--- config.mk ---
export PLATFORM = sky130hd
export DESIGN_NAME = voice_scheduler
export DESIGN_NICKNAME = d
export VERILOG_FILES = /design/src/rtl/voice_scheduler_pkg.sv /design/src/rtl/voice_scheduler_mac.sv /design/src/rtl/voice_scheduler.sv
export SDC_FILE = /design/constraint.sdc
export NUM_CORES = 1
export LEC_CHECK = 0
export ABC_AREA = 1
export CAP_MARGIN = 20
export CORE_MARGIN = 4
export CORE_UTILIZATION = 57
export DETAILED_ROUTE_END_ITERATION = 6
export PLACE_DENSITY = 0.78
export SYNTH_ARGS = -nofsm -noshare
export SYNTH_HDL_FRONTEND = slang
export SYNTH_SLANG_ARGS = --single-unit
--- constraint.sdc ---
create_clock -name i_clk -period 8 [get_ports i_clk]
set_clock_uncertainty 0.1 [all_clocks]
set_input_delay 0.8 -clock i_clk [delete_from_list [all_inputs] [get_ports i_clk]]
set_output_delay 0.8 -clock i_clk [all_outputs]
set_load 0.1 [all_outputs]
--- src/rtl/voice_scheduler_pkg.sv ---
// Shared definitions for the voice scheduler: wave codes, config field codes,
// FSM states and the amplitude/accumulator widths used by the scaling datapath.
`timescale 1ns/1ps
package voice_scheduler_pkg;

  typedef enum logic [2:0] {
    WAVE_SINE   = 3'd0,
    WAVE_SAW    = 3'd1,
    WAVE_SQUARE = 3'd2,
    WAVE_TRI    = 3'd3,
    WAVE_NOISE  = 3'd4
  } wave_e;

  typedef enum logic [1:0] {
    CFG_WAVE  = 2'd0,
    CFG_FCW   = 2'd1,
    CFG_AMP   = 2'd2,
    CFG_PHASE = 2'd3
  } cfg_field_e;

  typedef enum logic [1:0] {
    ST_IDLE,
    ST_ISSUE,
    ST_DRAIN,
    ST_PUBLISH
  } state_e;

  localparam int AMP_W     = 16;
  // Headroom bits above DATA_W so up to 8 full-scale terms cannot overflow the sum.
  localparam int ACC_GUARD = 4;

endpackage

--- src/rtl/voice_scheduler_mac.sv ---
// Scales each captured sample by its unsigned amplitude, accumulates the frame
// and presents the saturated running sum (including this cycle's term).
`timescale 1ns/1ps
module voice_mac
  import voice_scheduler_pkg::*;
#(
  parameter int DATA_W = 16
) (
  input  logic              clk_i,
  input  logic              rst_ni,
  input  logic              clr_i,
  input  logic              cap_i,
  input  logic [DATA_W-1:0] sample_i,
  input  logic [AMP_W-1:0]  amp_i,
  output logic [DATA_W-1:0] mix_o
);

  localparam int SUM_W  = DATA_W + ACC_GUARD;
  localparam int PROD_W = DATA_W + AMP_W + 1;
  localparam logic signed [SUM_W-1:0] POS_LIM = SUM_W'((2 ** (DATA_W - 1)) - 1);
  localparam logic signed [SUM_W-1:0] NEG_LIM = SUM_W'(-(2 ** (DATA_W - 1)));

  logic signed [PROD_W-1:0] samp_x;
  logic signed [PROD_W-1:0] amp_x;
  logic signed [PROD_W-1:0] prod;
  logic signed [DATA_W:0]   term;
  logic signed [SUM_W-1:0]  acc_q;
  logic signed [SUM_W-1:0]  acc_d;

  always_comb begin
    samp_x = PROD_W'($signed(sample_i));
    amp_x  = PROD_W'({1'b0, amp_i});
    prod   = samp_x * amp_x;
    // Dropping the low AMP_W bits of a signed product is a floor divide by 2^16.
    term   = prod[PROD_W-1:AMP_W];
    acc_d  = acc_q + (cap_i ? SUM_W'(term) : '0);
    if (acc_d > POS_LIM) begin
      mix_o = POS_LIM[DATA_W-1:0];
    end else if (acc_d < NEG_LIM) begin
      mix_o = NEG_LIM[DATA_W-1:0];
    end else begin
      mix_o = acc_d[DATA_W-1:0];
    end
  end

  always_ff @(posedge clk_i) begin
    if (!rst_ni || clr_i) begin
      acc_q <= '0;
    end else begin
      acc_q <= acc_d;
    end
  end

endmodule

--- src/rtl/voice_scheduler.sv ---
// Time-shares one wave-table lookup path among NUM_VOICES oscillators and mixes
// the amplitude-scaled samples into one saturated signed sample per frame.
`timescale 1ns/1ps
module voice_scheduler
  import voice_scheduler_pkg::*;
#(
  parameter int NUM_VOICES = 2,
  parameter int ACC_W      = 24,
  parameter int ADDR_W     = 16,
  parameter int DATA_W     = 16,
  parameter int LUT_LAT    = 1
) (
  input  logic              i_clk,
  input  logic              i_rst_n,
  input  logic              i_en,
  input  logic              i_cfg_we,
  input  logic [2:0]        i_cfg_voice,
  input  logic [1:0]        i_cfg_field,
  input  logic [ACC_W-1:0]  i_cfg_data,
  output logic [ADDR_W-1:0] o_addr,
  output logic [2:0]        o_wave_sel,
  input  logic [DATA_W-1:0] i_wave_data,
  output logic [DATA_W-1:0] o_mix,
  output logic              o_mix_valid,
  output logic              o_busy
);

  localparam int VW = (NUM_VOICES > 1) ? $clog2(NUM_VOICES) : 1;

  state_e              state_q;
  logic [2:0]          cnt_q;
  logic [ADDR_W-1:0]   addr_q;
  logic [2:0]          wave_sel_q;
  logic [DATA_W-1:0]   mix_q;
  logic                mix_valid_q;
  logic                busy_q;

  logic [ACC_W-1:0]    phase_q    [NUM_VOICES];
  logic [ACC_W-1:0]    fcw_q      [NUM_VOICES];
  wave_e               wave_q     [NUM_VOICES];
  logic [AMP_W-1:0]    amp_q      [NUM_VOICES];
  logic [ACC_W-1:0]    sh_phase_q [NUM_VOICES];
  logic [ACC_W-1:0]    sh_fcw_q   [NUM_VOICES];
  wave_e               sh_wave_q  [NUM_VOICES];
  logic [AMP_W-1:0]    sh_amp_q   [NUM_VOICES];
  logic                ph_pend_q  [NUM_VOICES];

  // Stage 0 tracks the voice whose address is on o_addr; stage LUT_LAT is its data.
  logic                pv_q [LUT_LAT+1];
  logic [VW-1:0]       pi_q [LUT_LAT+1];

  logic                issue;
  logic                commit;
  logic                cfg_hit;
  logic [VW-1:0]       cfg_v;
  logic [VW-1:0]       vsel;
  logic                cap;
  logic [VW-1:0]       cap_idx;
  logic                mac_clr;
  logic [DATA_W-1:0]   mac_mix;

  assign issue   = (state_q == ST_ISSUE);
  assign commit  = (state_q == ST_IDLE) || (state_q == ST_PUBLISH);
  assign cfg_hit = i_cfg_we && ({29'd0, i_cfg_voice} < 32'(NUM_VOICES));
  assign cfg_v   = i_cfg_voice[VW-1:0];
  assign vsel    = cnt_q[VW-1:0];
  assign cap     = pv_q[LUT_LAT];
  assign cap_idx = pi_q[LUT_LAT];
  assign mac_clr = commit;

  // Live parameters only change at commit, so a frame always sees one consistent set.
  always_ff @(posedge i_clk) begin
    if (!i_rst_n) begin
      for (int unsigned v = 0; v < NUM_VOICES; v++) begin
        phase_q[v]    <= '0;
        fcw_q[v]      <= '0;
        wave_q[v]     <= WAVE_SINE;
        amp_q[v]      <= '0;
        sh_phase_q[v] <= '0;
        sh_fcw_q[v]   <= '0;
        sh_wave_q[v]  <= WAVE_SINE;
        sh_amp_q[v]   <= '0;
        ph_pend_q[v]  <= 1'b0;
      end
    end else begin
      for (int unsigned v = 0; v < NUM_VOICES; v++) begin
        if (commit) begin
          wave_q[v] <= sh_wave_q[v];
          fcw_q[v]  <= sh_fcw_q[v];
          amp_q[v]  <= sh_amp_q[v];
          if (ph_pend_q[v]) begin
            phase_q[v]   <= sh_phase_q[v];
            ph_pend_q[v] <= 1'b0;
          end
        end else if (issue && (vsel == VW'(v))) begin
          phase_q[v] <= phase_q[v] + fcw_q[v];
        end
        if (cfg_hit && (cfg_v == VW'(v))) begin
          case (cfg_field_e'(i_cfg_field))
            CFG_WAVE:  sh_wave_q[v] <= wave_e'(i_cfg_data[2:0]);
            CFG_FCW:   sh_fcw_q[v]  <= i_cfg_data;
            CFG_AMP:   sh_amp_q[v]  <= i_cfg_data[AMP_W-1:0];
            CFG_PHASE: begin
              sh_phase_q[v] <= i_cfg_data;
              ph_pend_q[v]  <= 1'b1;
            end
            default: ;
          endcase
        end
      end
    end
  end

  always_ff @(posedge i_clk) begin
    if (!i_rst_n) begin
      state_q     <= ST_IDLE;
      cnt_q       <= '0;
      addr_q      <= '0;
      wave_sel_q  <= '0;
      mix_q       <= '0;
      mix_valid_q <= 1'b0;
      busy_q      <= 1'b0;
      for (int unsigned k = 0; k <= LUT_LAT; k++) begin
        pv_q[k] <= 1'b0;
        pi_q[k] <= '0;
      end
    end else begin
      mix_valid_q <= 1'b0;
      pv_q[0]     <= issue;
      pi_q[0]     <= vsel;
      for (int unsigned k = 1; k <= LUT_LAT; k++) begin
        pv_q[k] <= pv_q[k-1];
        pi_q[k] <= pi_q[k-1];
      end
      case (state_q)
        ST_IDLE: begin
          if (i_en) begin
            state_q <= ST_ISSUE;
            cnt_q   <= '0;
            busy_q  <= 1'b1;
          end
        end
        ST_ISSUE: begin
          addr_q     <= phase_q[vsel][ACC_W-1 -: ADDR_W];
          wave_sel_q <= wave_q[vsel];
          if (cnt_q == 3'(NUM_VOICES - 1)) begin
            state_q <= ST_DRAIN;
            cnt_q   <= '0;
          end else begin
            cnt_q <= cnt_q + 3'd1;
          end
        end
        ST_DRAIN: begin
          if (cnt_q == 3'(LUT_LAT - 1)) begin
            state_q <= ST_PUBLISH;
            cnt_q   <= '0;
          end else begin
            cnt_q <= cnt_q + 3'd1;
          end
        end
        ST_PUBLISH: begin
          // The last voice's sample lands this cycle; mac_mix already includes it.
          mix_q       <= mac_mix;
          mix_valid_q <= 1'b1;
          cnt_q       <= '0;
          if (i_en) begin
            state_q <= ST_ISSUE;
          end else begin
            state_q <= ST_IDLE;
            busy_q  <= 1'b0;
          end
        end
        default: begin
          state_q <= ST_IDLE;
          busy_q  <= 1'b0;
        end
      endcase
    end
  end

  voice_mac #(
    .DATA_W (DATA_W)
  ) u_mac (
    .clk_i    (i_clk),
    .rst_ni   (i_rst_n),
    .clr_i    (mac_clr),
    .cap_i    (cap),
    .sample_i (i_wave_data),
    .amp_i    (amp_q[cap_idx]),
    .mix_o    (mac_mix)
  );

  assign o_addr      = addr_q;
  assign o_wave_sel  = wave_sel_q;
  assign o_mix       = mix_q;
  assign o_mix_valid = mix_valid_q;
  assign o_busy      = busy_q;

endmodule

==> flow_metrics.tcl, run 1 <==
set metrics [dict create \
    status "complete, no violations" \
    setup_viol 0 \
    grt_pass1_vias 20440 \
    io_buffer_count 85 \
    tightestPinTransition_ns 1.036 \
    synthMuxAreaShare_pct 0 \
    slowest_delay_ns 0.54 \
    arrival_ns 8.29 \
    hp-class "flip-flop to flip-flop" \
    gp_congestion 0.9833 \
    seq_area_frac_synth_pct 38.41 \
    yosysTopAreaCellShare_pct 32.94 \
    synth-seq-cells 336 \
    synth_top_area_cell "edfxtp_1" \
    hpwlAfterDp_um 50990 \
    cp_common_cell "fa_1" \
    synth_xor_area_share_pct 1.786 \
    ys_top_cells_by_area "edfxtp_1 (33%), fa_1 (16%), ha_1 (9.8%), inv_1 (8.1%), nand2_1 (6.8%)" \
    reg2reg_depth 38 \
    synthSimpleGateAreaFrac_pct 16.57 \
    hold_viol_final 0 \
    route.detailed.drc 0 \
    finalSetupTns_ns 0 \
    crit_path_start_kind "flip-flop" \
    wl_per_cell_um 19.14 \
    final_nets 3470 \
    grt_max_degree 88 \
    postRouteAntennaNets 0 \
    finalCritPeriodShare_pct 99.23 \
    grt_pass1_wl_um 106300 \
    wl_um 68910 \
    io_pins 86 \
    period_minus_slack_ns 7.938 \
    max_cap_viol_count 0 \
    synth_top_family_by_area "adder cells" \
    synth_flop_cell "edfxtp_1" \
    ctsRootBufferMaster "clkbuf_16" \
    drive_gt1_share_pct 17.94 \
    die-area_mm2 0.04641 \
    numCtsBuffers 37 \
    drt-initial-drc-count 1656 \
    synth-edff-count 269 \
    rsz0062_at_grt "yes" \
    path_class "flip-flop to flip-flop" \
    via_per_inst 5.564 \
    slew_violations 0 \
    grt_usage_pct 28.74 \
    synth_compound_area_share_pct 8.046 \
    clk_pin_slew_worst_paths_ns 0.06 \
    first_pass_iters 7 \
    nFillCells 3001 \
    relSlewSlack_pct 30.72 \
    synth.distinct_cells 50 \
    clkLatencyLatePin_ns 0.56 \
    hold_slack_ns 0.3277 \
    worstPathRequired_ns 8.35 \
    setup_ws_ns 0.06162 \
    h-tree-depth 2 \
    route.vias.total 20030 \
    design.core.area_mm2 0.04223 \
    cts_tree "done" \
    synth_fa_ha_area_share_pct 25.80 \
    synthesis.nets 3161 \
    die_w_um 215.4 \
    cts.sink_count 336 \
    initial_core_util_pct 58.07 \
    end_kind "flip-flop" \
    antenna_found_initial 1 \
    clockBufferDepth 3 \
    dp_slack_ns -0.6222 \
    max_freq_ghz 0.1260 \
    globalRouteOverflowTotal 0 \
    synthCells 2724 \
    syn_to_final_growth_pct 22.83 \
    syn_area_per_cell_um2 9.003 \
    layout_commonest_cell "inv_1" \
    rows 75 \
    layout_common_cells "inv_1 (508), nand2_1 (406), nor2_1 (360)" \
    syn-cell-area_mm2 0.02452 \
    diodes 0 \
    async_reset_ff_share_pct 0 \
    die_h_um 215.4 \
    crit_slowest_cell "fa_1" \
    ys.warnings.count 0 \
    whs_path_depth 2 \
    cp_max_fo 8 \
]
[what timing repair did]
action | in CTS | in global routing
buffers inserted | 14 | 38
cloned | 0 | 3
endpoints found under the hold margin | 0 | 0
pin swaps | 5 | 99
resized for setup | 34 | 238
endpoints found under the setup margin | 20 | 26
hold buffers | 0 | 0
[worst max-delay path: cells and delay by family (launching register included)]
family	cells	cell delay, ns
AOI/OAI and AO/OA	4	0.60
xor gates and xnor gates	1	0.24
adders and majority gates	8	3.67
buffers and inverters	10	1.16
DFF	1	0.39
and+or+nand+nor	15	1.64
[layout make-up]
cell class                 count  area [µm²]  share of cell area (%)
clock inverter                25       304.0                   1.009
multi-input combinational   1780       13730                   45.58
timing repair buffer         336        2987                   9.915
tap                          539       674.4                   2.239
sequential                   336        9423                   31.28
inverter                     542        2058                   6.833
clock buffer                  42       944.7                   3.136
[path summary, 6_finish.rpt]
kind	endpoint	slack, ns	startpoint
setup reg to reg	o_mix[6]$_SDFFE_PN0P_	0.06	pi_q[0][1]$_SDFF_PN0_
hold reg to reg	pv_q[0][1]$_SDFF_PN0_	0.33	pv_q[0][0]$_SDFF_PN0_
setup / recovery	o_mix[6]$_SDFFE_PN0P_	0.06	pi_q[0][1]$_SDFF_PN0_
hold / removal	pv_q[0][1]$_SDFF_PN0_	0.33	pv_q[0][0]$_SDFF_PN0_
[per-layer routing]
layer / GRT usage (%) / routed length, µm / vias up
met3: 4.923 / 4795 / 181
met4: 12.20 / 3239 / 2
met2: 49.42 / 34050 / 822
met1: 36.14 / 26810 / 9734
met5: 0 / 13 / -
li1: - / - / 9293
[cells in the mapped netlist, types with 6 or more instances]
library cell	number
nand2_1	444
a21oi_1	131
nand3_1	90
edfxtp_1	269
buf_2	6
fa_1	196
xnor2_1	19
o21bai_1	25
dfxtp_1	67
nor2_1	379
a21o_1	10
nand4_1	21
clkinv_1	11
ha_1	192
nor3_1	15
o21ai_1	7
inv_1	529
a31oi_1	6
o211ai_1	6
o21ai_0	124
xor2_1	31
a21oi_2	10
clkbuf_1	56
or2_2	27
[per-stage QoR]
stage	cell area, µm²	utilization (%)	std cells
finish	30120	71.33	3600
global route	30120	71.33	3600
CTS	28790	68.18	3557
detailed placement	27310	64.67	3476
global placement	27300	64.65	3475
floorplan	24520	-	2724
[cells by family (layout without fill, tap and decap cells)]
family	count (synthesis)	in the layout
xor gates and xnor gates	50	50
adders and majority gates	388	388
DFF	336	336
and+or+nand+nor	995	996
AOI/OAI and AO/OA	346	346
buffers and inverters	609	945
[state kept, by name, summed over array words and instances (netlist names), 2 cells and up]
register	flops
o_addr	16
sh_phase_q	48
fcw_q	48
pv_q	2
phase_q	48
ph_pend_q	2
o_wave_sel	3
amp_q	32
pi_q	2
u_mac.acc_q	20
sh_amp_q	32
sh_wave_q	6
state_q	2
o_mix	16
cnt_q	3
sh_fcw_q	48
wave_q	6
Power of run 1 is not shown: default switching activity piles up to over one toggle a cycle in this logic, so the estimate is an artifact.
==> inputs of run 2 (changes only) <==
--- a/config.mk
+++ b/config.mk
@@ -8,9 +8,9 @@
 export ABC_AREA = 1
 export CAP_MARGIN = 20
 export CORE_MARGIN = 4
-export CORE_UTILIZATION = 57
+export CORE_UTILIZATION = 54
 export DETAILED_ROUTE_END_ITERATION = 6
-export PLACE_DENSITY = 0.78
+export PLACE_DENSITY = 0.75
 export SYNTH_ARGS = -nofsm -noshare
 export SYNTH_HDL_FRONTEND = slang
 export SYNTH_SLANG_ARGS = --single-unit
==> run 2 against run 1 <==
  * The flow now finishes with violations (negative setup slack)
  * Die area grew 5.3%
  * Core utilization shrank 3.5 points
  * Hold slack lost 0.013 ns
  * Critical path depth increased by 1
  * Via count shrank 1.2%
  * First-iteration DRC count grew 2.8%
  * Design area up 0.25%
==> flow_metrics.tcl, run 2 (synthesized netlist as in run 1, its figures left out) <==
set metrics [dict create \
    status "finished with violations" \
    violations "negative setup slack" \
    grt_max_degree 88 \
    max_cap_viol_count 0 \
    rows 77 \
    die_h_um 221.1 \
    max_freq_ghz 0.1243 \
    finalCritPeriodShare_pct 100.6 \
    slew_violations 0 \
    layout_common_cells "inv_1 (506), nand2_1 (399), nor2_1 (360)" \
    setup_viol 9 \
    dpl.cell_count 3530 \
    ctsRootBufferMaster "clkbuf_16" \
    clk_pin_slew_worst_paths_ns 0.06 \
    grt_pass1_vias 20370 \
    numCtsBuffers 36 \
    route.detailed.drc 0 \
    antenna_found_initial 0 \
    gp_congestion 0.9615 \
    grt_pass1_wl_um 106300 \
    worstPathRequired_ns 8.40 \
    h-tree-depth 2 \
    relSlewSlack_pct 30.49 \
    hold_viol_final 0 \
    route.vias.total 19790 \
    crit_slowest_cell "fa_1" \
    period_minus_slack_ns 8.046 \
    cp_common_cell "fa_1" \
    cts_tree "done" \
    postRouteAntennaNets 0 \
    arrival_ns 8.44 \
    clkLatencyLatePin_ns 0.56 \
    globalRouteOverflowTotal 0 \
    io_pins 86 \
    die-area_mm2 0.04889 \
    hpwlAfterDp_um 50830 \
    first_pass_iters 6 \
    dpl-instance-area_mm2 0.02740 \
    end_kind "flip-flop" \
    rsz0062_at_grt "yes" \
    design.core.area_mm2 0.04451 \
    path_class "flip-flop to flip-flop" \
    tightestPinTransition_ns 1.039 \
    fin_cells 3646 \
    crit_path_start_kind "flip-flop" \
    clockBufferDepth 3 \
    drt-initial-drc-count 1702 \
    initial_core_util_pct 55.10 \
    setup_ws_ns -0.04613 \
    wl_um 68240 \
    final_nets 3465 \
    cts.sink_count 336 \
    diodes 0 \
    wl_per_cell_um 18.72 \
    hp-class "flip-flop to flip-flop" \
    cp_max_fo 8 \
    final_area_mm2 0.03020 \
    via_per_inst 5.428 \
    grt_usage_pct 27.04 \
    layout_commonest_cell "inv_1" \
    die_w_um 221.1 \
    nFillCells 3432 \
    drive_gt1_share_pct 18.47 \
    syn_to_final_growth_pct 23.13 \
    slowest_delay_ns 0.57 \
    io_buffer_count 85 \
]
## run 2: cell count changes in the layout (fill, tap and decap cells not counted), moves of 4 or more
cell     delta
buf_4       -4
nand2_1     -7
nand2_4     +9
o21ai_0     -6
o21ai_2     +7
## run 2: area by class of cell
cell class / instances / area (µm²) / area share, %
Sequential cell: 336 / 9423 / 31.20
Multi-Input combinational cell: 1779 / 13820 / 45.77
Tap cell: 592 / 740.7 / 2.453
Clock buffer: 45 / 964.7 / 3.195
Timing Repair inverter: 1 / 7.507 / 0.02486
Timing Repair Buffer: 332 / 2948 / 9.762
Clock inverter: 19 / 229.0 / 0.7583
Inverter: 542 / 2062 / 6.829
## run 2: repair_timing
| item | 4_1_cts | 5_1_grt |
|---|---|---|
| endpoints found under the setup margin | 20 | 25 |
| gates cloned | 1 | 3 |
| pin swaps | 29 | 123 |
| hold buffers | 0 | 0 |
| resized for setup | 81 | 235 |
| setup buffers | 19 | 30 |
## run 2: stage by stage
step	setup slack (ns)	util (%)	setup TNS [ns]	hold slack [ns]
4_1_cts	0.003778	65.29	0	0.3144
3_3_place_gp	-0.5134	61.51	-9.763	0.2961
6_report	-0.04613	67.84	-0.09104	0.3149
5_1_grt	-0.3152	67.84	-4.647	0.3497
2_1_floorplan	0.2297	-	0	0.2905
3_5_place_dp	-0.6279	61.56	-12.31	0.3010
## run 2: worst paths after layout
kind	startpoint	end	slack, ns	cells after the start
setup / recovery	pi_q[0][1]$_SDFF_PN0_	o_mix[13]$_SDFFE_PN0P_	-0.05	39
hold / removal	pv_q[0][0]$_SDFF_PN0_	pv_q[0][1]$_SDFF_PN0_	0.31	2
setup reg to reg	pi_q[0][1]$_SDFF_PN0_	o_mix[13]$_SDFFE_PN0P_	-0.05	39
hold reg to reg	pv_q[0][0]$_SDFF_PN0_	pv_q[0][1]$_SDFF_PN0_	0.31	2
## run 2: critical path: cells and delay by family (launching register included)
| kind | cells | cell delay (ns) |
|---|---|---|
| fa+ha+maj | 8 | 3.71 |
| simple gates | 11 | 1.39 |
| buf+inv | 11 | 1.07 |
| compound gates | 7 | 1.01 |
| flops | 1 | 0.38 |
| xor+xnor | 2 | 0.32 |
## run 2: per-layer routing
layer	track usage (%)	up-vias	routed length, µm
li1	-	9273	-
met2	46.10	700	33740
met3	4.439	181	4227
met1	34.31	9635	27020
met5	0	-	0
met4	11.82	0	3258
Power of run 2 is left out for the same reason.
